--- src/rtl/rfdc_dds_pkg.sv ---
// Shared types for the RFDC DDS timed sequencer: command layout, FSM states, widths.
package rfdc_dds_pkg;

  localparam int CMD_W                = 160;
  localparam int SAMPLES_PER_CLK_LOG2 = 4;

  // Field order (MSB first) matches the s_axis_tdata bit map.
  typedef struct packed {
    logic [4:0]  rsvd;
    logic        phase_rst;
    logic [13:0] amp_offset;
    logic [13:0] phase;
    logic [13:0] amp;
    logic [47:0] freq;
    logic [63:0] ts;
  } dds_cmd_t;

  typedef enum logic [1:0] {
    IDLE  = 2'd0,
    ARMED = 2'd1,
    FIRE  = 2'd2
  } seq_state_t;

endpackage

--- src/rtl/rfdc_dds_timed_sequencer_fifo.sv ---
// First-word-fall-through command FIFO; dout shows the oldest entry whenever !empty.
module dds_cmd_fifo
  import rfdc_dds_pkg::*;
#(
  parameter int DEPTH = 16,
  parameter int W     = CMD_W
) (
  input  logic                     clk,
  input  logic                     rst,
  input  logic                     push,
  input  logic [W-1:0]             din,
  input  logic                     pop,
  output logic [W-1:0]             dout,
  output logic                     full,
  output logic                     empty,
  output logic [$clog2(DEPTH):0]   level
);

  localparam int AW = $clog2(DEPTH);

  logic [W-1:0]  mem [DEPTH];
  logic [AW-1:0] wr_ptr, rd_ptr;
  logic [AW:0]   count;
  logic          do_push, do_pop;

  // A push while full is only taken when the head leaves in the same cycle.
  assign do_push = push && (!full || pop);
  assign do_pop  = pop && !empty;

  always_ff @(posedge clk) begin
    if (do_push) mem[wr_ptr] <= din;
  end

  always_ff @(posedge clk or posedge rst) begin
    if (rst) begin
      wr_ptr <= '0;
      rd_ptr <= '0;
      count  <= '0;
    end else begin
      if (do_push) wr_ptr <= wr_ptr + AW'(1);
      if (do_pop)  rd_ptr <= rd_ptr + AW'(1);
      case ({do_push, do_pop})
        2'b10:   count <= count + (AW+1)'(1);
        2'b01:   count <= count - (AW+1)'(1);
        default: count <= count;
      endcase
    end
  end

  assign dout  = mem[rd_ptr];
  assign full  = (count == (AW+1)'(DEPTH));
  assign empty = (count == '0);
  assign level = count;

endmodule

--- src/rtl/rfdc_dds_timed_sequencer.sv ---
// Timed command scheduler: applies queued DDS parameter updates when their timestamp meets the local time counter.
module rfdc_dds_timed_sequencer
  import rfdc_dds_pkg::*;
#(
  parameter int DEPTH = 16,
  parameter int TS_W  = 64
) (
  input  logic                     clk,
  input  logic                     rst,
  input  logic                     run,
  input  logic                     counter_clr,
  input  logic [159:0]             s_axis_tdata,
  input  logic                     s_axis_tvalid,
  output logic                     s_axis_tready,
  output logic [47:0]              dds_freq,
  output logic [13:0]              dds_amp,
  output logic [13:0]              dds_phase,
  output logic [13:0]              dds_amp_offset,
  output logic [63:0]              dds_timestamp,
  output logic [63:0]              dds_time_offset,
  output logic                     fire_pulse,
  output logic [$clog2(DEPTH):0]   fifo_level,
  output logic                     late_err,
  output logic                     ovf_err,
  input  logic                     err_clr,
  output logic [1:0]               dbg_state
);

  localparam int LW = $clog2(DEPTH) + 1;

  logic [TS_W-1:0]  time_cnt, fire_cnt;
  seq_state_t       state, state_nxt;
  logic [CMD_W-1:0] head_raw;
  dds_cmd_t         head;
  logic             full, empty, push, pop;
  logic             fire_now, late_now, more;
  logic             unused_bits;

  // Handshake: a beat transfers on the rising edge where s_axis_tvalid && s_axis_tready;
  // tready is !full from the registered FIFO count, never from tvalid.
  assign s_axis_tready = !full;
  assign push          = s_axis_tvalid && !full;
  assign pop           = (state == FIRE);
  assign head          = dds_cmd_t'(head_raw);

  dds_cmd_fifo #(.DEPTH(DEPTH), .W(CMD_W)) u_fifo (
    .clk   (clk),
    .rst   (rst),
    .push  (push),
    .din   (s_axis_tdata),
    .pop   (pop),
    .dout  (head_raw),
    .full  (full),
    .empty (empty),
    .level (fifo_level)
  );

  always_ff @(posedge clk or posedge rst) begin
    if (rst)              time_cnt <= '0;
    else if (counter_clr) time_cnt <= '0;
    else if (run)         time_cnt <= time_cnt + TS_W'(1);
  end

  always_ff @(posedge clk or posedge rst) begin
    if (rst) state <= IDLE;
    else     state <= state_nxt;
  end

  // Parameters load on the ARMED->FIRE edge, so they appear one clk after time_cnt==ts.
  always_comb begin
    state_nxt = state;
    fire_now  = 1'b0;
    late_now  = 1'b0;
    more      = (fifo_level > LW'(1)) || push;
    case (state)
      IDLE:  if (run && !empty) state_nxt = ARMED;
      ARMED: begin
        if (!run) begin
          state_nxt = IDLE;
        end else if (head.ts <= time_cnt) begin
          fire_now  = 1'b1;
          late_now  = (head.ts < time_cnt);
          state_nxt = FIRE;
        end
      end
      FIRE:    state_nxt = more ? ARMED : IDLE;
      default: state_nxt = IDLE;
    endcase
  end

  always_ff @(posedge clk or posedge rst) begin
    if (rst) begin
      dds_freq       <= '0;
      dds_amp        <= '0;
      dds_phase      <= '0;
      dds_amp_offset <= '0;
      fire_cnt       <= '0;
    end else if (fire_now) begin
      dds_freq       <= head.freq;
      dds_amp        <= head.amp;
      dds_phase      <= head.phase;
      dds_amp_offset <= head.amp_offset;
      if (head.phase_rst) fire_cnt <= time_cnt;
    end
  end

  // A new error in the same cycle as err_clr keeps the flag set.
  always_ff @(posedge clk or posedge rst) begin
    if (rst) begin
      late_err <= 1'b0;
      ovf_err  <= 1'b0;
    end else begin
      late_err <= late_now | (late_err & !err_clr);
      ovf_err  <= (s_axis_tvalid && full) | (ovf_err & !err_clr);
    end
  end

  assign fire_pulse      = (state == FIRE);
  assign dbg_state       = state;
  assign dds_timestamp   = {time_cnt[TS_W-SAMPLES_PER_CLK_LOG2-1:0], {SAMPLES_PER_CLK_LOG2{1'b0}}};
  assign dds_time_offset = {fire_cnt[TS_W-SAMPLES_PER_CLK_LOG2-1:0], {SAMPLES_PER_CLK_LOG2{1'b0}}};
  assign unused_bits     = ^{head.rsvd, fire_cnt[TS_W-1:TS_W-SAMPLES_PER_CLK_LOG2]};

endmodule

--- config.mk ---
export PLATFORM = sky130hd
export DESIGN_NAME = rfdc_dds_timed_sequencer
export DESIGN_NICKNAME = d
export VERILOG_FILES = /design/src/rtl/rfdc_dds_pkg.sv /design/src/rtl/rfdc_dds_timed_sequencer_fifo.sv /design/src/rtl/rfdc_dds_timed_sequencer.sv
export SDC_FILE = /design/constraint.sdc
export NUM_CORES = 2
export LEC_CHECK = 0
export CAP_MARGIN = 30
export CORE_MARGIN = 5
export CORE_UTILIZATION = 30
export CTS_CLUSTER_DIAMETER = 200
export DETAILED_ROUTE_END_ITERATION = 10
export HOLD_SLACK_MARGIN = 0.05
export MAX_ROUTING_LAYER = met4
export SLEW_MARGIN = 40
export SYNTH_ARGS = -nofsm -noshare
export SYNTH_HDL_FRONTEND = slang
export SYNTH_HIERARCHICAL = 1
export SYNTH_SLANG_ARGS = --single-unit
--- constraint.sdc ---
create_clock -name clk -period 15.5 [get_ports clk]
set_input_delay 4.65 -clock clk [delete_from_list [all_inputs] [get_ports clk]]
set_output_delay 4.65 -clock clk [all_outputs]
set_load 0.01 [all_outputs]
==> flow_metrics.py <==
metrics = {
    "sta": {
        "fin_setup_tns_ns": 0,
        "final_hold_viol_count": 0,
        "tightestPinTransition_ns": 0.906,
        "fmax_mhz": 132,
        "period_needed_ns": 7.59,
        "maxSlewViolCount": 0,
        "slew_headroom_pct": 39.0,
        "fin_hold_ws_ns": 0.533,
        "setup_viol": 0,
        "skew_ns": 0.0710,
        "rsz0062_at_grt": "false",
        "fin_crit_sh_pct": 48.9,
    },
    "clock_network": {
        "post_cts_buffers": 0,
        "cts.sinks": 2711,
        "root_buffer": "clkbuf_16",
        "cts_tree": "built",
        "post_cts_resized": 0,
        "cts_max_path_buffers": 4,
        "numCtsBuffers": 299,
        "holdBufCountCts": 0,
        "clock_latency_ns": 0.91,
        "htree_num_levels": 5,
        "clk_pin_slew_ns": 0.06,
    },
    "pwr": {
        "ir_drop_v": 0.000131,
        "powerDensity_nw_per_um2": 175,
        "power_leakage_nw": 42.4,
    },
    "logic_synthesis": {
        "yosysWarnings": 6,
        "postSynthAreaPerCell_sq_um": 17.2,
        "synth_cells": 6464,
        "synth_area_sq_um": 111000,
    },
    "setup_path": {
        "path_cells": "buf_6 > buf_6 > buf_6 > mux4_2 > a22oi_1 > nand2_1 > ha_1 > nand4_1 > nor4_1 > nand4_1 > nor4_4 > buf_4 > buf_6 > and3_1 > a21oi_1 > nand3_1",
        "crit_path_start_kind": "flop",
        "worstSetupPathType": "reg -> reg",
        "slowest_stage": "dfrtp_4",
        "crit_required_ns": 16.28,
        "arrival_ns": 8.36,
        "cp_max_fo": 90,
        "timing.rr.end": "dds_freq[21]",
        "r2r_setup_slack_ns": 7.91,
        "reg2regPathDepth": 16,
        "r2r-start": "u_fifo/rd_ptr[0]",
        "cp-end-kind": "flop",
        "cpPeakStageDelay_ns": 0.88,
        "path_common_cell": "buf_6",
    },
    "die": {
        "die-area_sq_um": 384000,
        "rows": 223,
        "initial_utilization_pct": 30.1,
        "ioPinCount": 395,
        "core-area_sq_um": 369000,
        "die_x_um": 619,
        "die_height_um": 619,
    },
    "final_layout": {
        "final_cell_mix": "edfxtp_1 (2,480), mux2i_1 (467), clkdlybuf4s50_1 (380)",
        "multi_input_area_sq_um": 28300,
        "fin_nets": 7046,
        "fin_util_pct": 35.4,
        "final_layout_size_suffix_gt1_share_pct": 17.5,
        "areaGrowthSynthToFinish_pct": 17.3,
        "fillCellCount": 34400,
        "final_cells": 12000,
        "register_area_sq_um": 80300,
        "mostFrequentLayoutCell": "edfxtp_1",
    },
    "route": {
        "wire_per_inst_um": 26.5,
        "drc_errors": 0,
        "dr_total_vias": 62500,
        "drtIter0Drc": 5789,
        "ant_nets": 0,
        "drt-total-wl_um": 320000,
        "vias_per_cell": 5.19,
        "dr.pass1.iters": 6,
    },
    "grt": {
        "grt_pass1_vias": 62700,
        "grt_max_degree": 138,
        "grt_overflow": 0,
        "grt_usage_pct": 16.6,
        "antenna_found_initial": 95,
        "grt_pass1_wl_um": 456000,
    },
    "job": {
        "maxCapViolations": 0,
    },
    "place": {
        "place_congestion": 0.788,
        "placed_cells": 11500,
        "hpwl_um": 182000,
        "port-buffer-count": 381,
    },
    "worst_hold_path": {
        "hold_class": "reg -> reg",
        "whs_endpoint": "dds_freq[10]",
        "hold_depth": 2,
        "hold_start": "dds_freq[10]",
    },
    "status": {
        "outcome": "finished, final reports clean",
    },
}
==> metal layers <==
layer | GRT usage, % | vias to the layer above | routed length [um]
met5 | - | - | 0
met4 | 5.02 | 0 | 10100
met3 | 2.99 | 536 | 20300
met2 | 27.9 | 2282 | 160000
met1 | 20.6 | 32900 | 129000
li1 | - | 26800 | -
==> report_power, final <==
part | total [W] | switching (W) | internal (W)
clock | 0.00692 | 0.00292 | 0.00400
sequential | 0.00910 | 0.000304 | 0.00880
combinational | 0.00678 | 0.00412 | 0.00267
total | 0.0228 | 0.00734 | 0.0155
==> registers in the layout, indices dropped and copies added, names as in the netlist <==
| register | count |
|---|---|
| u_fifo/level | 5 |
| u_fifo/wr_ptr | 4 |
| u_fifo/rd_ptr | 4 |
| fire_cnt | 60 |
| late_err | 1 |
| time_cnt | 64 |
| dds_amp | 14 |
| ovf_err | 1 |
| dbg_state | 2 |
| dds_freq | 48 |
| dds_amp_offset | 14 |
| dds_phase | 14 |
| u_fifo/mem | 2480 |
==> stage by stage <==
stage | power, W | cell area [sq um] | setup slack, ns
2_1_floorplan | 0.0139 | 111000 | 2.99
3_3_place_gp | 0.0159 | 120000 | 6.30
3_5_place_dp | 0.0161 | 121000 | 7.17
4_1_cts | 0.0230 | 130000 | 7.90
5_1_grt | 0.0238 | 131000 | 7.50
6_report | 0.0228 | 131000 | 7.91
==> worst max-delay path by stage <==
stage | start | endpoint
after global placement | u_fifo/rd_ptr[0] | dds_amp[7]
after detailed placement | run | dds_freq[46]
after CTS | u_fifo/rd_ptr[0] | dds_freq[21]
after global routing | u_fifo/rd_ptr[0] | dds_freq[16]
final | u_fifo/rd_ptr[0] | dds_freq[21]
after floorplan | s_axis_tvalid | u_fifo/mem[15][0]
==> critical path, delay by kind of cell, from the launching register on <==
kind,cells,cell delay [ns]
simple gates,7,2.01
compound gates,2,0.26
flops,1,0.88
buf+inv,5,3.05
fa+ha+maj,1,0.34
mux,1,0.59
==> area by class of cell <==
class | count | area share [%]
clock inverters | 147 | 1.12
clock buffers | 399 | 6.16
well taps | 4950 | 4.74
multi-input cells | 3173 | 21.7
inverters | 81 | 0.242
repair buffers | 539 | 4.54
diodes | 41 | 0.0785
flip-flops and latches | 2711 | 61.4
(Power assumes the default switching activity.)
